==> src/rtl/debounce_bank.sv <==
// Multi-channel switch debouncer: per-channel synchroniser, stability counter,
// registered rise/fall strobes and long-press detection. Channels are independent.
module debounce_bank #(
   parameter int CHANNELS       = 4,
   parameter int DEBOUNCE_LIMIT = 20,
   parameter int SYNC_STAGES    = 2,
   parameter int HOLD_LIMIT     = 1000
) (
   input  logic                i_clock,
   input  logic                i_reset,
   input  logic [CHANNELS-1:0] i_switch,
   output logic [CHANNELS-1:0] o_filtered,
   output logic [CHANNELS-1:0] o_rise,
   output logic [CHANNELS-1:0] o_fall,
   output logic [CHANNELS-1:0] o_held,
   output logic [CHANNELS-1:0] o_long,
   output logic                o_any_event
);

   localparam int DW = $clog2(DEBOUNCE_LIMIT + 1);
   localparam int HW = $clog2(HOLD_LIMIT + 1);

   localparam logic [DW-1:0] DEB_LAST  = DW'(DEBOUNCE_LIMIT - 1);
   localparam logic [HW-1:0] HOLD_LAST = HW'(HOLD_LIMIT - 1);
   localparam logic [HW-1:0] HOLD_MAX  = HW'(HOLD_LIMIT);

   genvar gi;
   generate
      for (gi = 0; gi < CHANNELS; gi++) begin : g_chan
         logic [SYNC_STAGES-1:0] sync_reg;
         logic                   s;
         logic [DW-1:0]          deb_cnt_reg, deb_cnt_next;
         logic                   filt_reg, filt_next;
         logic                   rise_reg, rise_next;
         logic                   fall_reg, fall_next;
         logic [HW-1:0]          hold_cnt_reg, hold_cnt_next;
         logic                   held_reg, held_next;
         logic                   long_reg, long_next;

         if (SYNC_STAGES == 1) begin : g_sync_single
            always_ff @(posedge i_clock) begin
               if (i_reset) begin
                  sync_reg <= '0;
               end else begin
                  sync_reg <= i_switch[gi];
               end
            end
         end else begin : g_sync_chain
            always_ff @(posedge i_clock) begin
               if (i_reset) begin
                  sync_reg <= '0;
               end else begin
                  sync_reg <= {sync_reg[SYNC_STAGES-2:0], i_switch[gi]};
               end
            end
         end

         assign s = sync_reg[SYNC_STAGES-1];

         always_comb begin
            deb_cnt_next  = deb_cnt_reg;
            filt_next     = filt_reg;
            rise_next     = 1'b0;
            fall_next     = 1'b0;
            hold_cnt_next = hold_cnt_reg;
            held_next     = held_reg;
            long_next     = 1'b0;

            // Any cycle agreeing with the accepted level restarts the stability count.
            if (s == filt_reg) begin
               deb_cnt_next = '0;
            end else if (deb_cnt_reg == DEB_LAST) begin
               deb_cnt_next = '0;
               filt_next    = s;
               rise_next    = s;
               fall_next    = ~s;
            end else begin
               deb_cnt_next = deb_cnt_reg + DW'(1);
            end

            // A falling edge wins over a coincident hold-limit crossing: no long press.
            if (!filt_reg || fall_next) begin
               hold_cnt_next = '0;
            end else if (hold_cnt_reg != HOLD_MAX) begin
               hold_cnt_next = hold_cnt_reg + HW'(1);
               if (hold_cnt_reg == HOLD_LAST) begin
                  long_next = 1'b1;
                  held_next = 1'b1;
               end
            end

            if (fall_next) begin
               held_next = 1'b0;
            end
         end

         always_ff @(posedge i_clock) begin
            if (i_reset) begin
               deb_cnt_reg  <= '0;
               filt_reg     <= 1'b0;
               rise_reg     <= 1'b0;
               fall_reg     <= 1'b0;
               hold_cnt_reg <= '0;
               held_reg     <= 1'b0;
               long_reg     <= 1'b0;
            end else begin
               deb_cnt_reg  <= deb_cnt_next;
               filt_reg     <= filt_next;
               rise_reg     <= rise_next;
               fall_reg     <= fall_next;
               hold_cnt_reg <= hold_cnt_next;
               held_reg     <= held_next;
               long_reg     <= long_next;
            end
         end

         assign o_filtered[gi] = filt_reg;
         assign o_rise[gi]     = rise_reg;
         assign o_fall[gi]     = fall_reg;
         assign o_held[gi]     = held_reg;
         assign o_long[gi]     = long_reg;
      end
   endgenerate

   assign o_any_event = |(o_rise | o_fall);

endmodule

==> config.mk <==
export PLATFORM = sky130hd
export DESIGN_NAME = debounce_bank
export DESIGN_NICKNAME = d
export VERILOG_FILES = /design/src/rtl/debounce_bank.sv
export SDC_FILE = /design/constraint.sdc
export NUM_CORES = 1
export LEC_CHECK = 0
export ABC_CLOCK_PERIOD_IN_PS = 2040
export CORE_ASPECT_RATIO = 0.6
export CORE_MARGIN = 2
export CORE_UTILIZATION = 25
export CTS_CLUSTER_DIAMETER = 60
export DETAILED_ROUTE_END_ITERATION = 7
export PLACE_DENSITY_LB_ADDON = 0.12
export SLEW_MARGIN = 20
export SYNTH_ARGS = -nofsm -noshare
export SYNTH_HDL_FRONTEND = slang
export SYNTH_SLANG_ARGS = --single-unit
==> constraint.sdc <==
create_clock -name i_clock -period 2.04 [get_ports i_clock]
set_clock_uncertainty 0.15 [all_clocks]
set_input_delay 0.408 -clock i_clock [delete_from_list [all_inputs] [get_ports i_clock]]
set_output_delay 0.408 -clock i_clock [all_outputs]
set_load 0.02 [all_outputs]
**Yosys cells after proc, flatten, opt, wreduce, memory -nomap -nowiden**

Cells that the tools add are included.

- Add/sub/neg operators: 8
- $mul: 0
- Div/mod/pow operators: 0
- Order comparisons: 0
- Equal/unequal tests: 16
- Shift-type cells: 0
- Muxes and demuxes: 12
- Bitwise logic cells: 21
- Reduce and logical (&&, ||, !) cells: 37

Operator list:

| cell | number |
|---|---|
| $add A10 B1 Y10 const B | 4 |
| $eq A10 B10 Y1 const B | 4 |
| $ne A10 B10 Y1 const B | 4 |
| $reduce_or A3 Y1 | 12 |
| $add A5 B1 Y5 const B | 4 |
| $eq A5 B5 Y1 const B | 4 |
| $not A1 Y1 | 20 |
| $reduce_or A2 Y1 | 8 |
| $mux W1 | 12 |
| $reduce_and A3 Y1 | 4 |
| $reduce_and A2 Y1 | 4 |
| $eq A1 B1 Y1 | 4 |
| $logic_not A1 Y1 | 4 |
| $logic_or A1 B1 Y1 | 4 |
| $or A4 B4 Y4 | 1 |
| $reduce_or A4 Y1 | 1 |

- Bits in registers: 88
- Bits in latches: 0
- Memory bits (writable): 0
- ROM bits: 0
- Input bits: 6
- Output and inout bits: 21
- Logic and storage cells: 126
- Memories: 0

**Longest topological paths before layout**

Gate-level depths: netlist of run 1.

- Depth in word-level cells: 6
- Gate-level depth with buffers: 5
- Mapped depth without buffers: 5

**Least setup slack after synthesis of run 1**

OpenSTA, ideal clock, no wires.

- Kind: flip-flop to flip-flop
- Start point: register g_chan[3].deb_cnt_reg[0]
- End point: register g_chan[3].hold_cnt_reg[3]
- Setup time: 117 ps
- Data arrival time: 1,250 ps
- Data required time: 1,773 ps
- Path slack: 523 ps
- Cell stages (with the launch flop): 6
- Buffers on the path: 1
- Clock period less this slack: 1,517 ps
- Path through: dfxtp_1 > ha_1 > nand4bb_1 > o21ai_0 > buf_2 > nor2_1

- Longest elaborated chain between the ends: 5

RTL lines:

| element | RTL line | RTL |
|---|---|---|
| start: declaration | 32 | `logic [DW-1:0] deb_cnt_reg, deb_cnt_next;` |
| start signal: assignment | 107 | `deb_cnt_reg <= deb_cnt_next;` |
| $eq A5 B5 Y1 | 72 | `end else if (deb_cnt_reg == DEB_LAST) begin` |
| $mux W1 | 72 |  |
| $mux W1 | 70 | `if (s == filt_reg) begin` |
| $logic_or A1 B1 Y1 | 82 | `if (!filt_reg \|\| fall_next) begin` |
| $reduce_or A2 Y1 (no source line) | -- |  |
| end signal: assignment | 111 | `hold_cnt_reg <= hold_cnt_next;` |
| end: declaration | 36 | `logic [HW-1:0] hold_cnt_reg, hold_cnt_next;` |

Every way passes these cells.
A chain may end at the register's enable or synchronous reset.

**Worst setup path after layout of run 1**

- Start point: register g_chan[2].fall_reg
- End point: output port o_fall[2]

RTL lines:

| element | RTL line | RTL |
|---|---|---|
| start: declaration | 35 | `logic fall_reg, fall_next;` |
| start signal: assignment | 110 | `fall_reg <= fall_next;` |
| end: declaration | 14 | `output logic [CHANNELS-1:0] o_fall,` |

No word-level cell between the ends.

==> results.yml, run 1 <==
run_status:
  status: "finished, violations left"
  violations: "DRC"
sta:
  rsz0062_at_grt: "no"
  post-route-period-util_pct: 93.5
  period_minus_slack_ns: 1.91
  fmax_ghz: 0.524
  setup_violations: 0
  hold_viol_final: 0
  fin_ws_ns: 0.132
  setup_tns_ns: 0
  timing.hold.ws_ns: 0.291
  relSlewSlack_pct: 76.9
  finalMaxSlewViolations: 0
  tightest_slew_ns: 0.346
cts:
  root_buffer: "clkbuf_16"
  cts.sinks: 88
  cts_tree: "built"
  post_cts_buffers: 0
  cts_buffer_depth: 2
  cts_max_level: 3
  cts_inserted_buffers: 9
  ctsHoldBuffers: 0
  cts.clk_slew.worst_paths_ns: 0.06
  insertion_delay_ns: 0.34
worst_setup_path:
  crit_path_top_delay_cell: "clkdlybuf4s50_1"
  path_max_fanout: 2
  worstPathArrival_ns: 1.35
  crit_family: "buffers and inverters"
  crit_type: "flip-flop to output pin"
  critPathMaxStageDelay_ns: 0.67
  cp_cell_sequence: "clkdlybuf4s50_1"
  endpoint_kind: "output pin"
  crit_buf_inv: 1
  critPathLaunchType: "flip-flop"
  crit_required_ns: 1.48
route:
  drt-total-wl_um: 8070
  drt_first_pass_iters: 6
  vias: 3031
  drt_iter0_markers: 155
  wl_per_cell_um: 12.1
  viasPerCell: 4.53
  drc: 3
  antenna_left: 0
synthesis:
  yosys_warnings: 0
  syn_area_um2: 4000
  synth_cell_types: 41
  avgSynthCellArea_um2: 9.09
  synthArstFlopShare_pct: 0
  syn-num-nets: 458
  synth_flop_cell: "dfxtp_1"
  ys_ff_latch: 88
  synth-edff-count: 0
  ys_seq_area_share_pct: 44.1
  synth_cells: 440
grt:
  grtUsageTotal_pct: 10.1
  grt_busiest_layer: "met2"
  grt_use_met1_pct: 14.2
  grt_pass1_vias: 2881
  overflow: 0
  antenna_found_initial: 0
  grt_use_met2_pct: 14.6
  grt_max_degree: 30
  met3_usage_pct: 3.02
  grt_pass1_wl_um: 13900
final_layout:
  instances_no_fill: 669
  area_growth_pct: 18.8
  post-route-cell-area_um2: 4750
  drive_above_1_share_pct: 7.94
  antenna_cells: 0
  final_core_util_pct: 30.6
  final_cell_mix: "88 x dfxtp_1, 36 x nor2_1, 28 x a21oi_1"
  largest_reg_flops: 40
  final_common_cell: "dfxtp_1"
  nets: 479
placed_design:
  gp_congestion: 0.761
  portBuffers: 26
  place_ws_ns: 0.121
  dp_hpwl_um: 5700
  dpl_cell_area_um2: 4430
  dp.cells: 653
power:
  vdd_drop_max_uv: 325
  p_total_mw: 3.54
  leakagePower_nw: 1.59
  power_density_nw_per_um2: 746
die:
  die_w_um: 167
  fp.coreArea_um2: 15500
  die_height_um: 102
  dieArea_um2: 17100
  pin_count: 27
  floorplan.initialDensity_pct: 25.8
  rows: 35
worst_hold_path:
  hold_path.class: "flip-flop to flip-flop"
flow_run:
  max-cap-violations: 0
## where the power goes
group,switching (mW),internal [mW]
Combinational,0.0199,0.0233
Clock,0.694,1.07
Sequential,0.00680,1.73
## metal layers
layer	routed length [µm]	part of all wire [%]	up-vias
met5	0	0	-
met4	106	1.3	0
met3	225	2.8	8
met2	3220	40	37
met1	4520	56	1383
li1	-	-	1603
## cell type report
| type | instances | area, µm² |
|---|---|---|
| inverter | 23 | 86.3 |
| tap | 203 | 254 |
| multi-input combinational | 302 | 1970 |
| fill | 1620 | 10800 |
| timing repair buffer | 37 | 353 |
| sequential | 88 | 1760 |
| clock buffer | 9 | 225 |
| clock inverter | 7 | 96.3 |
## cells in the mapped netlist, types with 8 or more instances
cell type	n	area, µm²
xnor2_1	10	87.6
and3b_1	12	105
nand2b_1	8	50.1
nor2b_1	26	163
nor2_1	36	135
nand4_1	14	87.6
a21oi_1	28	140
nand3_1	22	110
ha_1	12	150
dfxtp_1	88	1760
inv_1	23	86.3
buf_4	20	150
o31ai_1	13	97.6
o21ai_0	27	135
xor2_1	10	87.6
or3_1	14	87.6
## logic make-up after synthesis
kind of cell             share of synthesized area [%]
AND/OR/NAND/NOR                                   27.6
flip-flops                                        44.1
AO/OA/AOI/OAI                                     12.5
buffers and inverters                             6.70
XOR/XNOR                                          4.38
adder cells (fa/ha/maj)                           3.76
multiplexers                                      1.00
## repair_timing
action	4_1_cts	5_1_grt
endpoints found under the setup margin	1	2
endpoints found under the hold margin	0	0
resized for setup	3	2
## worst paths after layout
| kind | start | to | slack, ns | cells past startpoint |
|---|---|---|---|---|
| max | g_chan[2].fall_reg$_SDFF_PP0_ | o_fall[2] | 0.13 | 1 |
| min | g_chan[2].sync_reg[0]$_SDFF_PP0_ | g_chan[2].sync_reg[1]$_SDFF_PP0_ | 0.29 | 1 |
| max reg2reg | g_chan[2].deb_cnt_reg[0]$_SDFF_PP0_ | g_chan[2].deb_cnt_reg[3]$_SDFF_PP0_ | 0.35 | 4 |
| min reg2reg | g_chan[2].sync_reg[0]$_SDFF_PP0_ | g_chan[2].sync_reg[1]$_SDFF_PP0_ | 0.29 | 1 |
Note: power is estimated with default switching activity, not from simulation.
==> inputs of run 2 (changes only) <==
SLEW_MARGIN = 10   (was 20)
==> results of run 2 <==
The final DEF is identical to that of run 1; final timing and power are the same.
